==> config.mk <==
export PLATFORM = sky130hd
export DESIGN_NAME = uart_receiver
export DESIGN_NICKNAME = d
export VERILOG_FILES = /design/src/rtl/uart_pkg.sv /design/src/rtl/uart_tick_gen.sv /design/src/rtl/uart_receiver.sv
export SDC_FILE = /design/constraint.sdc
export NUM_CORES = 1
export LEC_CHECK = 0
export CAP_MARGIN = 0
export CORE_MARGIN = 2
export CORE_UTILIZATION = 35
export CTS_CLUSTER_DIAMETER = 40
export DETAILED_ROUTE_END_ITERATION = 10
export GPL_ROUTABILITY_DRIVEN = 0
export GPL_TIMING_DRIVEN = 0
export PLACE_DENSITY_LB_ADDON = 0.15
export SLEW_MARGIN = 20
export SYNTH_ARGS = -nofsm -noshare
export SYNTH_HDL_FRONTEND = slang
export SYNTH_SLANG_ARGS = --single-unit
==> constraint.sdc <==
create_clock -name clk -period 4.5 [get_ports clk]
set_clock_uncertainty 0.2 [all_clocks]
set_input_delay 0.45 -clock clk [delete_from_list [all_inputs] [get_ports clk]]
set_output_delay 0.45 -clock clk [all_outputs]
set_load 0.01 [all_outputs]
==> src/rtl/uart_pkg.sv <==
// uart_pkg: shared UART frame constants, FSM states, baud divisors and parity helper
package uart_pkg;
   localparam int CLK_HZ     = 50_000_000;
   localparam int DATA_BITS  = 8;
   localparam int OVERSAMPLE = 16;

   typedef enum logic [2:0] {IDLE, START, DATA, PARITY, STOP, BREAK} rx_state_t;

   function automatic int unsigned div_of(input int unsigned baud);
      return (CLK_HZ + 8 * baud) / (OVERSAMPLE * baud);
   endfunction

   localparam int unsigned DIV [0:7] = '{div_of(300), div_of(1200), div_of(4800), div_of(9600),
                                          div_of(19200), div_of(38400), div_of(57600), div_of(115200)};

   function automatic logic parity8(input logic [7:0] d);
      return ^d;
   endfunction
endpackage

==> src/rtl/uart_tick_gen.sv <==
// uart_tick_gen: one-clk sample enable every DIV[baud_sel] clocks, restarted by clear or a rate change
module uart_tick_gen
   import uart_pkg::*;
(
   input  logic       clk,
   input  logic       reset,
   input  logic [2:0] baud_sel,
   input  logic       clear,
   output logic       tick
);
   logic [13:0] cnt;
   logic [2:0]  sel_q;
   logic        restart;

   always_comb begin
      restart = clear || (baud_sel != sel_q);
      tick    = !restart && (cnt == 14'(DIV[baud_sel] - 32'd1));
   end

   always_ff @(posedge clk or negedge reset)
      if (!reset) begin
         cnt   <= '0;
         sel_q <= '0;
      end else begin
         sel_q <= baud_sel;
         cnt   <= (restart || tick) ? '0 : cnt + 14'd1;
      end
endmodule

==> src/rtl/uart_receiver.sv <==
// uart_receiver: 16x oversampled 8-bit even-parity UART receiver with parity/framing error flags
module uart_receiver
   import uart_pkg::*;
(
   input  logic       clk,
   input  logic       reset,
   input  logic       Rx_EN,
   input  logic       RxD,
   input  logic [2:0] baud_sel,
   output logic [7:0] Rx_DATA,
   output logic       Rx_VALID,
   output logic       Rx_PERROR,
   output logic       Rx_FERROR,
   output logic       Rx_BUSY
);
   rx_state_t  state, state_nx;
   logic       rx_meta, rxs, rxs_q;
   logic       tick, mid, last, vote;
   logic [3:0] s_cnt, s_cnt_nx;
   logic [2:0] idx, idx_nx;
   logic [1:0] smp, smp_nx;
   logic [7:0] shreg, shreg_nx, data_nx;
   logic       par, par_nx, valid_nx, perr_nx, ferr_nx, busy_nx;

   uart_tick_gen u_tick (
      .clk      (clk),
      .reset    (reset),
      .baud_sel (baud_sel),
      .clear    (state == IDLE),
      .tick     (tick)
   );

   always_comb begin
      mid      = tick && (s_cnt == 4'd9);
      last     = tick && (s_cnt == 4'(OVERSAMPLE - 1));
      vote     = (smp[0] & smp[1]) | (smp[0] & rxs) | (smp[1] & rxs);
      state_nx = state;
      s_cnt_nx = tick ? s_cnt + 4'd1 : s_cnt;
      idx_nx   = idx;
      smp_nx   = smp;
      shreg_nx = shreg;
      par_nx   = par;
      data_nx  = Rx_DATA;
      valid_nx = 1'b0;
      perr_nx  = Rx_PERROR;
      ferr_nx  = Rx_FERROR;
      busy_nx  = Rx_BUSY;
      if (tick && s_cnt == 4'd7) smp_nx[0] = rxs;
      if (tick && s_cnt == 4'd8) smp_nx[1] = rxs;
      if (!Rx_EN) begin
         state_nx = IDLE;
         busy_nx  = 1'b0;
      end else
         case (state)
            IDLE:
               if (rxs_q && !rxs) begin
                  state_nx = START;
                  s_cnt_nx = '0;
                  perr_nx  = 1'b0;
                  ferr_nx  = 1'b0;
                  busy_nx  = 1'b1;
               end
            START:
               if (mid && vote) begin
                  state_nx = IDLE;
                  busy_nx  = 1'b0;
               end else if (last) begin
                  state_nx = DATA;
                  idx_nx   = '0;
               end
            DATA: begin
               if (mid) shreg_nx = {vote, shreg[7:1]};
               if (last) begin
                  idx_nx = idx + 3'd1;
                  if (idx == 3'(DATA_BITS - 1)) state_nx = PARITY;
               end
            end
            PARITY: begin
               if (mid) par_nx = vote;
               if (last) state_nx = STOP;
            end
            STOP:
               if (mid) begin
                  data_nx  = shreg;
                  perr_nx  = par != parity8(shreg);
                  ferr_nx  = !vote;
                  valid_nx = vote && (par == parity8(shreg));
                  busy_nx  = 1'b0;
                  state_nx = vote ? IDLE : BREAK;
               end
            BREAK:
               if (rxs) state_nx = IDLE;
            default: state_nx = IDLE;
         endcase
   end

   always_ff @(posedge clk or negedge reset)
      if (!reset) begin
         rx_meta   <= 1'b1;
         rxs       <= 1'b1;
         rxs_q     <= 1'b1;
         state     <= IDLE;
         s_cnt     <= '0;
         idx       <= '0;
         smp       <= '0;
         shreg     <= '0;
         par       <= 1'b0;
         Rx_DATA   <= '0;
         Rx_VALID  <= 1'b0;
         Rx_PERROR <= 1'b0;
         Rx_FERROR <= 1'b0;
         Rx_BUSY   <= 1'b0;
      end else begin
         rx_meta   <= RxD;
         rxs       <= rx_meta;
         rxs_q     <= rxs;
         state     <= state_nx;
         s_cnt     <= s_cnt_nx;
         idx       <= idx_nx;
         smp       <= smp_nx;
         shreg     <= shreg_nx;
         par       <= par_nx;
         Rx_DATA   <= data_nx;
         Rx_VALID  <= valid_nx;
         Rx_PERROR <= perr_nx;
         Rx_FERROR <= ferr_nx;
         Rx_BUSY   <= busy_nx;
      end
endmodule
==> flow_metrics.env, run 1 <==
export IMPL_reg2reg_from="u_tick.cnt[13]"
export IMPL_worstRegToRegCells=9
export IMPL_post_cts_buffers=0
export IMPL_critPathArrivalTime_ns=4.21
export IMPL_critical_path_top_delay_family="simple AND/OR/NAND/NOR gates"
export IMPL_rsz0062_at_grt="no"
export IMPL_start_util=0.360
export IMPL_yosys_warnings=0
export IMPL_start_kind="primary input"
export IMPL_vias_per_cell=5.10
export IMPL_drc_errors=0
export IMPL_hold_violations=0
export IMPL_crit_fanout=11
export IMPL_rrSetupSlack_ns=1.63
export IMPL_cp_startpoint="baud_sel[1]"
export IMPL_die_w_microns=98.5
export IMPL_cts_made_buffers=5
export IMPL_busiest_layer="met2"
export IMPL_netlist_cell_type_count=53
export IMPL_drv_slew=0
export IMPL_tns_ns=0
export IMPL_syn_instance_count=302
export IMPL_min_path_type="flip-flop to flip-flop"
export IMPL_postSynthAreaPerCell_sq_um=10.3
export IMPL_postRouteAntennaNets=0
export IMPL_timing_rr_end="state[1]"
export IMPL_ys_seq_elements=53
export IMPL_fill_cells=858
export IMPL_track_usage=0.132
export IMPL_grt_pass1_vias=2178
export IMPL_synth_edf_count=0
export IMPL_netlist_top_cells_area="dfrtp_1 (40%), mux2_2 (6.5%), xnor2_1 (5.9%), ha_1 (5.6%), xor2_1 (5.0%)"
export IMPL_dpl_cell_count=429
export IMPL_critPathCaptureType="flip-flop"
export IMPL_clk_pin_slew_ns=0.10
export IMPL_clockBufferDepth=2
export IMPL_fin_area_sq_um=3570
export IMPL_cts_root_buffer="clkbuf_8"
export IMPL_synthFlopType="dfrtp_1"
export IMPL_die_h_microns=98.5
export IMPL_drv_cap=0
export IMPL_cpPeakStageDelay_ns=0.73
export IMPL_endpoint="state[1]"
export IMPL_core_area_sq_um=8680
export IMPL_crit_slowest_cell="clkdlybuf4s50_1"
export IMPL_drive_gt1_frac=0.142
export IMPL_multiInputGateArea_sq_um=1700
export IMPL_dieArea_sq_um=9690
export IMPL_maxSlewHeadroom=0.537
export IMPL_seqCellArea_sq_um=1330
export IMPL_grt_met2_usage=0.215
export IMPL_diodes=0
export IMPL_grt_util_met1=0.180
export IMPL_clock_latency_ns=0.31
export IMPL_p_per_area_nw_per_um2=281
export IMPL_grt_overflow_total=0
export IMPL_portBuffers=18
export IMPL_worst_slew_pin_transition_ns=0.694
export IMPL_ys_seq_area_frac=0.426
export IMPL_grt_antenna_before_repair=0
export IMPL_post_dp_hpwl_microns=4420
export IMPL_worst_setup_path_type="primary input to flip-flop"
export IMPL_yosysMostFrequentCell="dfrtp_1"
export IMPL_nNetsFinal=350
export IMPL_finalSetupViolations=0
export IMPL_path_buf_inv=3
export IMPL_status="completed"
export IMPL_hp_start="rx_meta"
export IMPL_totalWireLength_microns=6070
export IMPL_path_cells="clkdlybuf4s50_1 -> inv_1 -> ha_1 -> or4b_1 -> o31a_1 -> or3_1 -> a211oi_2 -> nand4_2 -> buf_6 -> o31ai_1 -> nand3_1 -> a211o_1"
export IMPL_grt_max_degree=54
export IMPL_vias=2235
export IMPL_grt_util_met3=0.0206
export IMPL_fmax_mhz=237
export IMPL_synth_area_sq_um=3120
export IMPL_cts_sinks=53
export IMPL_ioPinCount=19
export IMPL_required_ns=4.49
export IMPL_drt_iter0_markers=131
export IMPL_htreeDepth=2
export IMPL_yosys_top_cells_count="dfrtp_1 (50), nor2_1 (34), nand2_1 (21), xnor2_1 (21)"
export IMPL_p_leak_nw=1.57
export IMPL_grt_pass1_wl_microns=10600
export IMPL_wire_per_inst_microns=13.9
export IMPL_ir_drop_mv=0.167
export IMPL_cts_tree="built"
export IMPL_finalCritPeriodShare=0.937
export IMPL_synth_top_area_share=0.401
export IMPL_period_minus_slack_ns=4.22
export IMPL_post_dp_cell_area_sq_um=3440
export IMPL_synth_top_cell_by_area="dfrtp_1"
export IMPL_first_pass_iters=4
export IMPL_cp_num_cells=12
export IMPL_finalNonFillerCells=438
export IMPL_fp_row_count=34
export IMPL_synthToLayoutAreaGrowth_pct=14.2
export IMPL_async_flop_share=1.00
export IMPL_syn_num_nets=323
-- cell type report --
cell class,count,share of cell area
clock buffers,5,0.0193
inverters,11,0.0116
repair buffers,20,0.0537
clock inverters,3,0.0130
well taps,108,0.0379
flip-flops and latches,53,0.373
plain buffers,7,0.0154
multi-input cells,231,0.476
-- worst register-to-register path, delay by kind of cell, from the launching register on --
kind	cells	cell delay, ns
buffers and inverters	1	0.22
flip-flops	1	0.48
AO/OA/AOI/OAI	4	1.25
AND/OR/NAND/NOR	3	0.46
multiplexers	1	0.16
-- per-layer routing --
| layer | vias up | share of wire |
|---|---|---|
| met5 | - | 0 |
| met4 | 0 | 0.014 |
| met3 | 7 | 0.026 |
| met2 | 35 | 0.47 |
| met1 | 1079 | 0.49 |
| li1 | 1114 | - |
-- worst min-delay path by stage --
| stage | slack [ns] | end | depth (start not counted) |
|---|---|---|---|
| 2_1_floorplan | -0.05 | Rx_BUSY | 0 |
| 3_3_place_gp | 0.15 | rxs | 0 |
| 3_5_place_dp | 0.15 | rxs | 0 |
| 4_1_cts | 0.16 | rxs | 0 |
| 5_1_grt | 0.17 | rxs | 0 |
| 6_report | 0.16 | rxs | 0 |
-- report_power, final --
| group | switching [W] | internal (W) |
|---|---|---|
| sequential | 0.0000184 | 0.000491 |
| combinational | 0.0000968 | 0.0000609 |
| clock | 0.000167 | 0.000167 |
-- cell usage in the layout (no fill, tap or decap), types with 5 or more instances in the layout --
master,count
xnor2_1,21
clkbuf_8,5
nor3_1,7
dfrtp_1,50
nand3_1,13
and3_1,5
mux2_2,18
xor2_1,18
clkdlybuf4s50_1,17
ha_1,14
nand2_1,21
inv_1,11
nor2_1,34
o21ai_0,8
mux2i_1,7
nor4_1,5
nor2b_1,5
-- timing repair --
| action | CTS | global route |
|---|---|---|
| gates resized for setup | 0 | 2 |
| hold buffers | 1 | 0 |
| hold endpoints to repair | 8 | 0 |
| endpoints found under the setup margin | 0 | 13 |
-- per-stage QoR --
| step | total power [W] | utilization | hold slack [ns] | worst slack [ns] |
|---|---|---|---|---|
| 3_3_place_gp | 0.000675 | 0.396 | 0.146 | -0.280 |
| 2_1_floorplan | 0.000622 | - | -0.0456 | 0.794 |
| 4_1_cts | 0.00102 | 0.411 | 0.164 | 0.115 |
| 5_1_grt | 0.00106 | 0.411 | 0.166 | 0.111 |
| 3_5_place_dp | 0.000676 | 0.396 | 0.149 | -0.203 |
| 6_report | 0.00100 | 0.411 | 0.163 | 0.284 |
-- flip-flops by register name, indices dropped and copies added, names as in the netlist --
signal / cells
par: 1
Rx_DATA: 8
Rx_FERROR: 1
Rx_BUSY: 1
rx_meta: 1
shreg: 8
idx: 3
state: 3
Rx_VALID: 1
rxs: 1
s_cnt: 4
Rx_PERROR: 1
smp: 2
u_tick.sel_q: 3
rxs_q: 1
u_tick.cnt: 14
-- cells by family (layout without fill, tap and decap cells) --
logic type / after synthesis / count (layout) / synth area share
muxes: 27 / 27 / 0.0970
DFF: 53 / 53 / 0.426
buffers and inverters: 18 / 46 / 0.0304
adders and majority gates: 14 / 14 / 0.0561
xor gates and xnor gates: 40 / 40 / 0.117
and+or+nand+nor: 113 / 113 / 0.186
AOI/OAI and AO/OA: 37 / 37 / 0.0873
(Power assumes the default switching activity.)
==> inputs of run 2 (changes only) <==
--- a/config.mk
+++ b/config.mk
@@ -5,7 +5,7 @@
 export SDC_FILE = /design/constraint.sdc
 export NUM_CORES = 1
 export LEC_CHECK = 0
-export CAP_MARGIN = 0
+export CAP_MARGIN = 5
 export CORE_MARGIN = 2
 export CORE_UTILIZATION = 35
 export CTS_CLUSTER_DIAMETER = 40
==> constraint.sdc (replaced) <==
create_clock -name clk -period 4.5 [get_ports clk]
set_clock_uncertainty 0.2 [all_clocks]
set_input_delay 0.45 -clock clk [delete_from_list [all_inputs] [get_ports clk]]
set_output_delay 0.45 -clock clk [all_outputs]
set_load 0.05 [all_outputs]
==> results of run 2 <==
The final DEF is identical to that of run 1. Status: completed.
Among the figures that moved: total power 0.00100 W -> 0.00101 W
